<file path="config.mk">
export PLATFORM = sky130hd
export DESIGN_NAME = entry_sequencer_flat
export DESIGN_NICKNAME = d
export VERILOG_FILES = /design/src/rtl/entry_sequencer_pkg.sv /design/src/rtl/entry_sequencer_if.sv /design/src/rtl/entry_sequencer_debouncer.sv /design/src/rtl/entry_sequencer.sv /design/src/flat_wrapper.sv
export SDC_FILE = /design/constraint.sdc
export NUM_CORES = 1
export LEC_CHECK = 0
export ABC_CLOCK_PERIOD_IN_PS = 3200
export CORE_MARGIN = 3
export CORE_UTILIZATION = 45
export DETAILED_ROUTE_END_ITERATION = 8
export PLACE_DENSITY = 0.66
export RECOVER_POWER = 25
export REMOVE_ABC_BUFFERS = 1
export SLEW_MARGIN = 40
export SYNTH_ARGS = -nofsm -noshare
export SYNTH_HDL_FRONTEND = slang
export SYNTH_SLANG_ARGS = --single-unit
export TNS_END_PERCENT = 50
</file>
<file path="constraint.sdc">
create_clock -name clk -period 3.2 [get_ports clk]
set_clock_uncertainty 0.15 [all_clocks]
set_input_delay 0.32 -clock clk [delete_from_list [all_inputs] [get_ports clk]]
set_output_delay 0.32 -clock clk [all_outputs]
set_load 0.05 [all_outputs]
</file>
<file path="src/rtl/entry_sequencer_pkg.sv">
// Shared types and constants for the operand-entry sequencer.
package entry_seq_pkg;

   typedef enum logic [2:0] {
      S_A    = 3'd0,
      S_B    = 3'd1,
      S_EXEC = 3'd2,
      S_WAIT = 3'd3,
      S_SHOW = 3'd4
   } state_t;

   localparam logic [1:0] PHASE_A    = 2'd0;
   localparam logic [1:0] PHASE_B    = 2'd1;
   localparam logic [1:0] PHASE_BUSY = 2'd2;
   localparam logic [1:0] PHASE_SHOW = 2'd3;

   localparam int DEF_DEBOUNCE_CYCLES = 16;
   localparam int DEF_OP_TIMEOUT      = 64;
   localparam int SYNC_STAGES         = 2;

   // Display phase reported for a given controller state.
   function automatic logic [1:0] phase_of(input state_t s);
      logic [1:0] p;
      p = PHASE_A;
      case (s)
         S_A:           p = PHASE_A;
         S_B:           p = PHASE_B;
         S_EXEC,
         S_WAIT:        p = PHASE_BUSY;
         S_SHOW:        p = PHASE_SHOW;
         default:       p = PHASE_A;
      endcase
      return p;
   endfunction

endpackage

</file>
<file path="src/rtl/entry_sequencer_if.sv">
// Handshake bundle between the entry sequencer and its surroundings
// (pushbutton, datapath, display mux).
interface entry_sequencer_if;
   logic       enter;
   logic       op_done;
   logic       load_a;
   logic       load_b;
   logic       start_op;
   logic       show_result;
   logic [1:0] phase;
   logic       timeout_err;

   // The sequencer itself.
   modport master (
      input  enter, op_done,
      output load_a, load_b, start_op, show_result, phase, timeout_err
   );

   // Button / datapath / display side.
   modport slave (
      output enter, op_done,
      input  load_a, load_b, start_op, show_result, phase, timeout_err
   );
endinterface

</file>
<file path="src/rtl/entry_sequencer_debouncer.sv">
// Pushbutton conditioning: synchronizer, stability filter, rising-edge press pulse.
module button_debouncer
   import entry_seq_pkg::*;
#(
   parameter int DEBOUNCE_CYCLES = DEF_DEBOUNCE_CYCLES
) (
   input  logic clk,
   input  logic reset,
   input  logic level,
   output logic press
);

   localparam int CW = $clog2(DEBOUNCE_CYCLES);
   localparam logic [CW-1:0] CNT_LAST = CW'(DEBOUNCE_CYCLES - 1);

   logic [SYNC_STAGES-1:0] sync_reg;
   logic [CW-1:0]          cnt_reg;
   logic                   filt_reg;
   logic                   filt_d_reg;
   logic                   press_reg;
   logic                   synced;

   // Synchronizer chain; each stage samples the one before it.
   generate
      for (genvar gi = 0; gi < SYNC_STAGES; gi++) begin : g_sync
         always_ff @(posedge clk) begin
            if (reset)
               sync_reg[gi] <= 1'b0;
            else if (gi == 0)
               sync_reg[gi] <= level;
            else
               sync_reg[gi] <= sync_reg[(gi == 0) ? 0 : gi - 1];
         end
      end
   endgenerate

   assign synced = sync_reg[SYNC_STAGES-1];

   // Filter: the accepted level flips only after a run of differing samples.
   // It resets high so a button held through reset must be released first.
   always_ff @(posedge clk) begin
      if (reset) begin
         cnt_reg    <= '0;
         filt_reg   <= 1'b1;
         filt_d_reg <= 1'b1;
         press_reg  <= 1'b0;
      end else begin
         filt_d_reg <= filt_reg;
         press_reg  <= filt_reg & ~filt_d_reg;
         if (synced == filt_reg) begin
            cnt_reg <= '0;
         end else if (cnt_reg == CNT_LAST) begin
            filt_reg <= synced;
            cnt_reg  <= '0;
         end else begin
            cnt_reg <= cnt_reg + CW'(1);
         end
      end
   end

   assign press = press_reg;

endmodule

</file>
<file path="src/rtl/entry_sequencer.sv">
// Operand-entry controller: A, B, launch, wait with timeout, show result.
module entry_sequencer
   import entry_seq_pkg::*;
#(
   parameter int DEBOUNCE_CYCLES = DEF_DEBOUNCE_CYCLES,
   parameter int OP_TIMEOUT      = DEF_OP_TIMEOUT
) (
   input  logic               clk,
   input  logic               reset,
   entry_sequencer_if.master  bus
);

   localparam int WW = $clog2(OP_TIMEOUT + 1);
   localparam logic [WW-1:0] WAIT_LAST = WW'(OP_TIMEOUT - 1);

   logic          press;
   state_t        state_reg,    state_next;
   logic [WW-1:0] wait_cnt_reg, wait_cnt_next;
   logic          load_a_reg,   load_a_next;
   logic          load_b_reg,   load_b_next;
   logic          start_op_reg, start_op_next;
   logic          show_reg,     show_next;
   logic [1:0]    phase_reg,    phase_next;
   logic          err_reg,      err_next;

   button_debouncer #(
      .DEBOUNCE_CYCLES (DEBOUNCE_CYCLES)
   ) u_debouncer (
      .clk   (clk),
      .reset (reset),
      .level (bus.enter),
      .press (press)
   );

   // State, wait counter and all outputs are registered together.
   always_ff @(posedge clk) begin
      if (reset) begin
         state_reg    <= S_A;
         wait_cnt_reg <= '0;
         load_a_reg   <= 1'b0;
         load_b_reg   <= 1'b0;
         start_op_reg <= 1'b0;
         show_reg     <= 1'b0;
         phase_reg    <= PHASE_A;
         err_reg      <= 1'b0;
      end else begin
         state_reg    <= state_next;
         wait_cnt_reg <= wait_cnt_next;
         load_a_reg   <= load_a_next;
         load_b_reg   <= load_b_next;
         start_op_reg <= start_op_next;
         show_reg     <= show_next;
         phase_reg    <= phase_next;
         err_reg      <= err_next;
      end
   end

   // Next state and next outputs; presses outside S_A/S_B/S_SHOW are dropped.
   always_comb begin
      state_next    = state_reg;
      wait_cnt_next = wait_cnt_reg;
      load_a_next   = 1'b0;
      load_b_next   = 1'b0;
      start_op_next = 1'b0;
      err_next      = err_reg;
      case (state_reg)
         S_A: begin
            if (press) begin
               state_next  = S_B;
               load_a_next = 1'b1;
               err_next    = 1'b0;
            end
         end
         S_B: begin
            if (press) begin
               state_next  = S_EXEC;
               load_b_next = 1'b1;
            end
         end
         S_EXEC: begin
            state_next    = S_WAIT;
            start_op_next = 1'b1;
            wait_cnt_next = '0;
         end
         S_WAIT: begin
            // op_done takes priority over an expiry in the same cycle.
            if (bus.op_done) begin
               state_next    = S_SHOW;
               wait_cnt_next = '0;
            end else if (wait_cnt_reg == WAIT_LAST) begin
               state_next    = S_A;
               err_next      = 1'b1;
               wait_cnt_next = '0;
            end else begin
               wait_cnt_next = wait_cnt_reg + WW'(1);
            end
         end
         S_SHOW: begin
            if (press) state_next = S_A;
         end
         default: state_next = S_A;
      endcase
      show_next  = (state_next == S_SHOW);
      phase_next = phase_of(state_next);
   end

   assign bus.load_a      = load_a_reg;
   assign bus.load_b      = load_b_reg;
   assign bus.start_op    = start_op_reg;
   assign bus.show_result = show_reg;
   assign bus.phase       = phase_reg;
   assign bus.timeout_err = err_reg;

endmodule

</file>
<file path="src/flat_wrapper.sv">
// flat-port wrapper written by rule: the top's interface ports become plain ports
module entry_sequencer_flat import entry_seq_pkg::*;
#(
   parameter int DEBOUNCE_CYCLES = DEF_DEBOUNCE_CYCLES,
   parameter int OP_TIMEOUT      = DEF_OP_TIMEOUT
)
  (clk, reset, bus_enter, bus_op_done, bus_load_a, bus_load_b, bus_start_op, bus_show_result, bus_phase, bus_timeout_err);
  entry_sequencer_if bus_i ();
  input  logic clk;
  input  logic reset;
  input wire logic [$bits(bus_i.enter)-1:0] bus_enter;
  input wire logic [$bits(bus_i.op_done)-1:0] bus_op_done;
  output wire logic [$bits(bus_i.load_a)-1:0] bus_load_a;
  output wire logic [$bits(bus_i.load_b)-1:0] bus_load_b;
  output wire logic [$bits(bus_i.start_op)-1:0] bus_start_op;
  output wire logic [$bits(bus_i.show_result)-1:0] bus_show_result;
  output wire logic [$bits(bus_i.phase)-1:0] bus_phase;
  output wire logic [$bits(bus_i.timeout_err)-1:0] bus_timeout_err;
  assign bus_i.enter = bus_enter;
  assign bus_i.op_done = bus_op_done;
  assign bus_load_a = bus_i.load_a;
  assign bus_load_b = bus_i.load_b;
  assign bus_start_op = bus_i.start_op;
  assign bus_show_result = bus_i.show_result;
  assign bus_phase = bus_i.phase;
  assign bus_timeout_err = bus_i.timeout_err;
  entry_sequencer #(.DEBOUNCE_CYCLES(DEBOUNCE_CYCLES), .OP_TIMEOUT(OP_TIMEOUT)) u_core (.clk(clk), .reset(reset), .bus(bus_i));
endmodule
</file>
==> results by group, run 1 <==
STA
  • Maximum clock frequency: 0.5077 GHz
  • Transition time at the pin with the least slew margin: 0.6619 ns
  • Fin. Hold Viols: 0
  • Final Max Slew Viols: 0
  • Unrepaired setup endpoints after global routing: false
  • Setup total negative slack: 0 ns
  • Final setup vio count: 0
  • Final period utilization: 61.55%
  • Final Critical Period: 1.969 ns
  • Max-slew headroom at the worst pin: 55.73%
  • Worst setup slack after layout: 1.231 ns

Global route
  • Overall overflow remaining after global route: 0
  • Maximum number of pins on one net before global-route repair: 20
  • Global-route wire length before repair: 3.201 mm
  • Antenna violations before repair: 0
  • Total routing usage reported by global routing: 14.88%
  • Vias in the first global route: 737

Routing
  • Average detailed-routed wire length per instance: 12.67 um
  • DRC violations left: 0
  • Detailed Route WL: 1.850 mm
  • Iter 0 DRT Violations: 8
  • Count of TritonRoute iterations in the first routing pass: 4
  • Vias per Instance: 5.411
  • Number of nets with antenna violations after detailed routing: 0
  • Via total after detailed routing: 790

Die
  • Die Width: 54.53 um
  • Top Ports: 11
  • Initial core utilization: 50.42%
  • Total Die Area: 2974 sq um
  • Die Height: 54.53 um
  • Total number of placement rows: 16
  • Core region area: 2102 sq um

Placed design
  • Gpl congestion: 0.7399
  • Cell count after placement: 142
  • Number of buffers added on ports: 10
  • Placed Instance Area: 1170 sq um
  • Dpl hpwl: 1.375 mm
  • Worst setup slack after placement: 1.227 ns

Worst setup path
  • Crit start category: flip-flop
  • Last element of the critical path: bus_timeout_err
  • Largest incremental delay on the critical path: 0.81 ns
  • Critical path depth in cells: 1
  • Register-to-register setup slack: 1.38 ns
  • Critical Path, Cell by Cell: clkdlybuf4s50_1
  • Register-to-Register Path Depth: 5
  • Arrival time at the worst endpoint: 1.50 ns
  • Crit path from: u_core.bus.timeout_err$_SDFFE_PP0P_
  • Element type at the critical path end: primary output
  • FF-to-FF End: u_core.bus.phase[1]$_SDFF_PP0_
  • Category of cells accounting for the largest share of critical-path delay: buffers and inverters
  • Worst path required time: 2.73 ns
  • Worst r2r src: u_core.wait_cnt_reg[0]$_SDFFE_PP0P_
  • Buffers plus inverters on the worst setup path: 1
  • Cell with the biggest individual delay on the critical path: sky130_fd_sc_hd__clkdlybuf4s50_1
  • CP Max Fanout: 2
  • Type of the worst setup path: reg2out

Synthesis
  • Share of async-settable or async-resettable flops after synthesis: 0%
  • Synth warn: 0
  • Number of synthesized flops with an enable pin: 0
  • Seq cells post-synth: 26
  • Share of the synthesized area in the top cell type: 49.11%
  • Library cells used by synthesis: 39
  • Number of instances in the synthesized netlist: 109
  • Cell area after synthesis: 1060 sq um
  • Dominant synthesized flop cell: sky130_fd_sc_hd__dfxtp_1
  • Leading cell types by total area after synthesis: sky130_fd_sc_hd__dfxtp_1, sky130_fd_sc_hd__xnor2_1, sky130_fd_sc_hd__nor2_1, sky130_fd_sc_hd__nor2b_1, sky130_fd_sc_hd__a21oi_1
  • Fraction of the yosys area taken by sequential cells: 49.11%
  • Average footprint of a synthesized cell: 9.723 sq um
  • Leading area contributor after synthesis: sky130_fd_sc_hd__dfxtp_1

Finish
  • Most frequent cells in the layout: sky130_fd_sc_hd__dfxtp_1, sky130_fd_sc_hd__nor2_1, sky130_fd_sc_hd__clkdlybuf4s50_1
  • Final std cell area, no fill: 1206 sq um
  • # diodes: 0
  • Syn-to-layout area delta: 13.81%
  • Total of fill cells in the finished design: 198
  • Final instance count without filler cells: 146
  • Net count, final: 126
  • Fraction of final layout cells with drive strength greater than 1: 7.563%
  • Number of flip-flops in the largest register: 7
  • Commonest non-fill, non-tap cell in the layout: sky130_fd_sc_hd__dfxtp_1

CTS
  • Clock-pin slew on the worst setup and hold paths: 0.14 ns
  • Root cell of the clock tree: sky130_fd_sc_hd__clkbuf_4
  • # clock sinks: 26
  • Clock tree from TritonCTS: built
  • CTS resizes: 0
  • Clk buf depth: 2
  • Htree depth: 1
  • Post-CTS Setup Inserts: 0
  • Clock insertion delay at the later pin of the skew report: 0.32 ns
  • Number of clock buffers inserted by TritonCTS: 3
  • Hold-fix buffers, CTS: 0

Pwr
  • Power density normalized to cell area: 422.9 nW/um^2
  • Worst supply voltage drop on vdd: 0.0004146 V
  • P_leak: 0.4382 nW
  • Overall Power: 0.5100 mW

Run status
  • Outcome: finished clean

Run
  • Max-capacitance violation count: 0

Min path
  • Worst Hold Class: reg2reg
## area by class of cell
class	count	area, sq um	share of cell area [%]
Sequential cell	26	520.5	43.15
Multi-Input combinational cell	78	511.7	42.43
Timing Repair Buffer	10	100.1	8.299
Clock buffer	4	36.28	3.008
Tap cell	27	33.78	2.801
Inverter	1	3.754	0.3112
## through the flow
step           hold slack [ns]  utilization [%]
2_1_floorplan           0.2221                -
3_3_place_gp            0.2323            55.65
3_5_place_dp            0.2334            55.65
4_1_cts                 0.2525            57.38
5_1_grt                 0.2704            57.38
6_report                0.2481            57.38
## report_power, final
part           total (mW)  switching (mW)  internal (mW)
Clock               0.164          0.0940         0.0696
Combinational      0.0159         0.00847        0.00745
Sequential          0.331         0.00253          0.328
## cell families (layout without fill, tap and decap cells)
family          after synthesis  in the layout  synth area share [%]
xor+xnor                      7              7                 5.785
fa+ha+maj                     2              2                 2.361
compound gates               19             19                 13.34
flops                        26             26                 49.11
simple gates                 50             50                 26.80
buf+inv                       5             15                 2.597
## cell usage after synthesis, types with 2 or more instances
| library cell | count |
|---|---|
| sky130_fd_sc_hd__ha_1 | 2 |
| sky130_fd_sc_hd__or3_1 | 2 |
| sky130_fd_sc_hd__and3_1 | 2 |
| sky130_fd_sc_hd__clkbuf_1 | 2 |
| sky130_fd_sc_hd__and2_1 | 3 |
| sky130_fd_sc_hd__xnor2_1 | 6 |
| sky130_fd_sc_hd__nand3b_1 | 2 |
| sky130_fd_sc_hd__dfxtp_1 | 26 |
| sky130_fd_sc_hd__o21ai_0 | 2 |
| sky130_fd_sc_hd__or2_2 | 2 |
| sky130_fd_sc_hd__nand2_1 | 4 |
| sky130_fd_sc_hd__or2b_1 | 2 |
| sky130_fd_sc_hd__nand2b_1 | 4 |
| sky130_fd_sc_hd__nand3_1 | 2 |
| sky130_fd_sc_hd__nor2b_1 | 6 |
| sky130_fd_sc_hd__nor2_1 | 10 |
| sky130_fd_sc_hd__a21oi_1 | 7 |
| sky130_fd_sc_hd__nor3_1 | 4 |
## worst min path at each step
stage	start	endpoint	slack, ns	depth (start not counted)
6_report	u_core.u_debouncer.filt_d_reg$_SDFF_PP1_	u_core.u_debouncer.press$_SDFF_PP0_	0.25	1
5_1_grt	u_core.u_debouncer.filt_d_reg$_SDFF_PP1_	u_core.u_debouncer.press$_SDFF_PP0_	0.27	1
4_1_cts	u_core.u_debouncer.filt_d_reg$_SDFF_PP1_	u_core.u_debouncer.press$_SDFF_PP0_	0.25	1
3_5_place_dp	u_core.u_debouncer.filt_d_reg$_SDFF_PP1_	u_core.u_debouncer.press$_SDFF_PP0_	0.23	1
3_3_place_gp	u_core.u_debouncer.filt_d_reg$_SDFF_PP1_	u_core.u_debouncer.press$_SDFF_PP0_	0.23	1
2_1_floorplan	u_core.u_debouncer.filt_d_reg$_SDFF_PP1_	u_core.u_debouncer.press$_SDFF_PP0_	0.22	1
## layer usage
metal  vias to the layer above  track usage [%]  share of wire, %
met3                         0            5.450               4.4
met1                       378            17.45                47
met5                         -                0                 0
met4                         0            2.490                 0
met2                        12            26.10                49
li1                        400                -                 -
Note: power is estimated with default switching activity, not from simulation.
==> run 2, diff against run 1 <==
--- a/config.mk
+++ b/config.mk
@@ -5,11 +5,11 @@
 export SDC_FILE = /design/constraint.sdc
 export NUM_CORES = 1
 export LEC_CHECK = 0
-export ABC_CLOCK_PERIOD_IN_PS = 3200
+export ABC_CLOCK_PERIOD_IN_PS = 1700
 export CORE_MARGIN = 3
 export CORE_UTILIZATION = 45
 export DETAILED_ROUTE_END_ITERATION = 8
-export PLACE_DENSITY = 0.66
+export PLACE_DENSITY = 0.68
 export RECOVER_POWER = 25
 export REMOVE_ABC_BUFFERS = 1
 export SLEW_MARGIN = 40
==> constraint.sdc (replaced) <==
create_clock -name clk -period 1.7 [get_ports clk]
set_clock_uncertainty 0.15 [all_clocks]
set_input_delay 0.17 -clock clk [delete_from_list [all_inputs] [get_ports clk]]
set_output_delay 0.17 -clock clk [all_outputs]
set_load 0.05 [all_outputs]
==> run 2 against run 1 <==
First-iteration DRC count grew 130%. Setup slack lost 1.1 ns. Via count shrank 0.76%. Hold slack lost 0.0046 ns. Largest cell class is now multi-input gates. Critical path depth grew 4. Combinational power grew 98%. Die area is the same.
==> results by group, run 2 (same netlist as run 1, synthesis figures left out) <==
Pwr
  • Worst supply voltage drop on vdd: 0.0008157 V
  • Share of total power in the clock network: 38.8%
  • Internal: 0.8716 mW
  • Fraction of power consumed by sequential logic: 58.2%
  • Power density normalized to cell area: 841.7 nW/um^2
  • Switching share of power: 18.38%
  • P_leak: 0.4818 nW
  • Switching component of the power: 0.1963 mW
  • Combinational cell fraction of total power: 2.9%
  • Overall Power: 1.068 mW

STA
  • Maximum clock frequency: 0.6193 GHz
  • Fin. Hold Viols: 0
  • Final period utilization: 94.98%
  • Max-slew headroom at the worst pin: 60.17%
  • Transition time at the pin with the least slew margin: 0.6000 ns
  • Final Max Slew Viols: 0
  • Final setup vio count: 0
  • Final Critical Period: 1.615 ns

CTS
  • Htree depth: 1
  • Clock-pin slew on the worst setup and hold paths: 0.14 ns
  • # clock sinks: 26
  • Clk buf depth: 2
  • Clock tree from TritonCTS: built
  • Post-CTS Setup Inserts: 0
  • Root cell of the clock tree: sky130_fd_sc_hd__clkbuf_4
  • Number of clock buffers inserted by TritonCTS: 3
  • Clock insertion delay at the later pin of the skew report: 0.32 ns

Worst setup path
  • Worst path required time: 1.77 ns
  • Worst r2r src: u_core.wait_cnt_reg[1]$_SDFFE_PP0P_
  • Element type at the critical path end: flip-flop
  • Buffers plus inverters on the worst setup path: 0
  • Category of cells accounting for the largest share of critical-path delay: compound AO/OA/AOI/OAI gates
  • Critical Path, Cell by Cell: ha_1, nand3_4, o311ai_4, a221oi_1, or2_1
  • Crit start category: flip-flop
  • Register-to-Register Path Depth: 5
  • Arrival time at the worst endpoint: 1.68 ns
  • Critical path depth in cells: 5
  • Cell with the biggest individual delay on the critical path: sky130_fd_sc_hd__dfxtp_2
  • CP Max Fanout: 6
  • Type of the worst setup path: reg2reg
  • Crit path from: u_core.wait_cnt_reg[1]$_SDFFE_PP0P_
  • Largest incremental delay on the critical path: 0.36 ns

Die
  • Core region area: 2102 sq um
  • Initial core utilization: 50.42%
  • Die Height: 54.53 um
  • Total Die Area: 2974 sq um
  • Top Ports: 11
  • Total number of placement rows: 16
  • Die Width: 54.53 um

Finish
  • Commonest non-fill, non-tap cell in the layout: sky130_fd_sc_hd__dfxtp_1
  • Fraction of final layout cells with drive strength greater than 1: 18.25%
  • Number of flip-flops in the largest register: 7
  • Syn-to-layout area delta: 19.72%
  • Total of fill cells in the finished design: 191
  • Final std cell area, no fill: 1269 sq um
  • # diodes: 0
  • Net count, final: 133
  • Most frequent cells in the layout: sky130_fd_sc_hd__dfxtp_1, sky130_fd_sc_hd__nor2_1, sky130_fd_sc_hd__buf_4

Routing
  • Number of nets with antenna violations after detailed routing: 0
  • Detailed Route WL: 1.816 mm
  • Vias per Instance: 5.124
  • Via total after detailed routing: 784
  • DRC violations left: 0
  • Iter 0 DRT Violations: 18
  • Count of TritonRoute iterations in the first routing pass: 4
  • Average detailed-routed wire length per instance: 11.87 um

Global route
  • Total routing usage reported by global routing: 14.50%
  • Vias in the first global route: 747
  • Overall overflow remaining after global route: 0
  • Global-route wire length before repair: 3.111 mm
  • Maximum number of pins on one net before global-route repair: 16
  • Antenna violations before repair: 0

Min path
  • Worst Hold Path Cells: 2
  • Worst Hold Class: in2reg
  • Startpoint of the tightest hold check path: bus_enter

Placed design
  • Number of buffers added on ports: 10
  • Gpl congestion: 0.7908
  • Placed Instance Area: 1205 sq um
  • Dpl hpwl: 1.340 mm

Run status
  • Outcome: finished clean

Run
  • Max-capacitance violation count: 0
==> run 2: through the flow <==
step / setup TNS, ns / util, % / worst slack, ns / std cells / hold slack (ns)
after global placement: 0 / 57.32 / 0.02821 / 149 / 0.2337
after detailed placement: -0.009941 / 57.32 / -0.009941 / 149 / 0.2474
after CTS: 0 / 59.82 / 0.004291 / 153 / 0.2317
after global routing: -0.006235 / 60.36 / -0.006235 / 153 / 0.2264
final: 0 / 60.36 / 0.08534 / 153 / 0.2435
after floorplan: 0 / - / 0.07426 / 105 / 0.08907
==> run 2: layer usage <==
metal | GRT usage (%) | routed length (um) | part of all wire [%] | up-vias
li1 | - | - | - | 411
met1 | 16.84 | 853 | 47 | 362
met2 | 24.90 | 862 | 47 | 11
met3 | 6.267 | 99 | 5.5 | 0
met4 | 2.490 | 0 | 0 | 0
met5 | 0 | 0 | 0 | -
==> run 2: final timing paths <==
path,end,slack [ns]
setup / recovery,u_core.bus.phase[1]$_SDFF_PP0_,0.09
hold / removal,u_core.u_debouncer.sync_reg[0]$_SDFF_PP0_,0.24
setup reg to reg,u_core.bus.phase[1]$_SDFF_PP0_,0.09
hold reg to reg,u_core.u_debouncer.press$_SDFF_PP0_,0.26
==> run 2: cell type report <==
cell class / instances / area [sq um] / area share (%)
clock buffers: 3 / 22.52 / 1.775
clock inverters: 1 / 30.03 / 2.367
inverters: 1 / 3.754 / 0.2959
multi-input cells: 78 / 534.3 / 42.11
flip-flops and latches: 26 / 524.3 / 41.32
well taps: 27 / 33.78 / 2.663
repair buffers: 17 / 120.1 / 9.467
==> run 2: power groups by stage <==
stage                     clock [mW]  sequential, mW  combinational, mW
after floorplan                    0           0.635             0.0136
after global placement             0           0.635             0.0323
after detailed placement           0           0.635             0.0332
after CTS                      0.429           0.622             0.0336
after global routing           0.456           0.624             0.0351
final                          0.415           0.622             0.0315
==> run 2: timing repair <==
| action | CTS | global route |
|---|---|---|
| setup endpoints to repair | 1 | 6 |
| pin swaps | 1 | 1 |
| resized for setup | 0 | 6 |
| hold buffers | 0 | 0 |
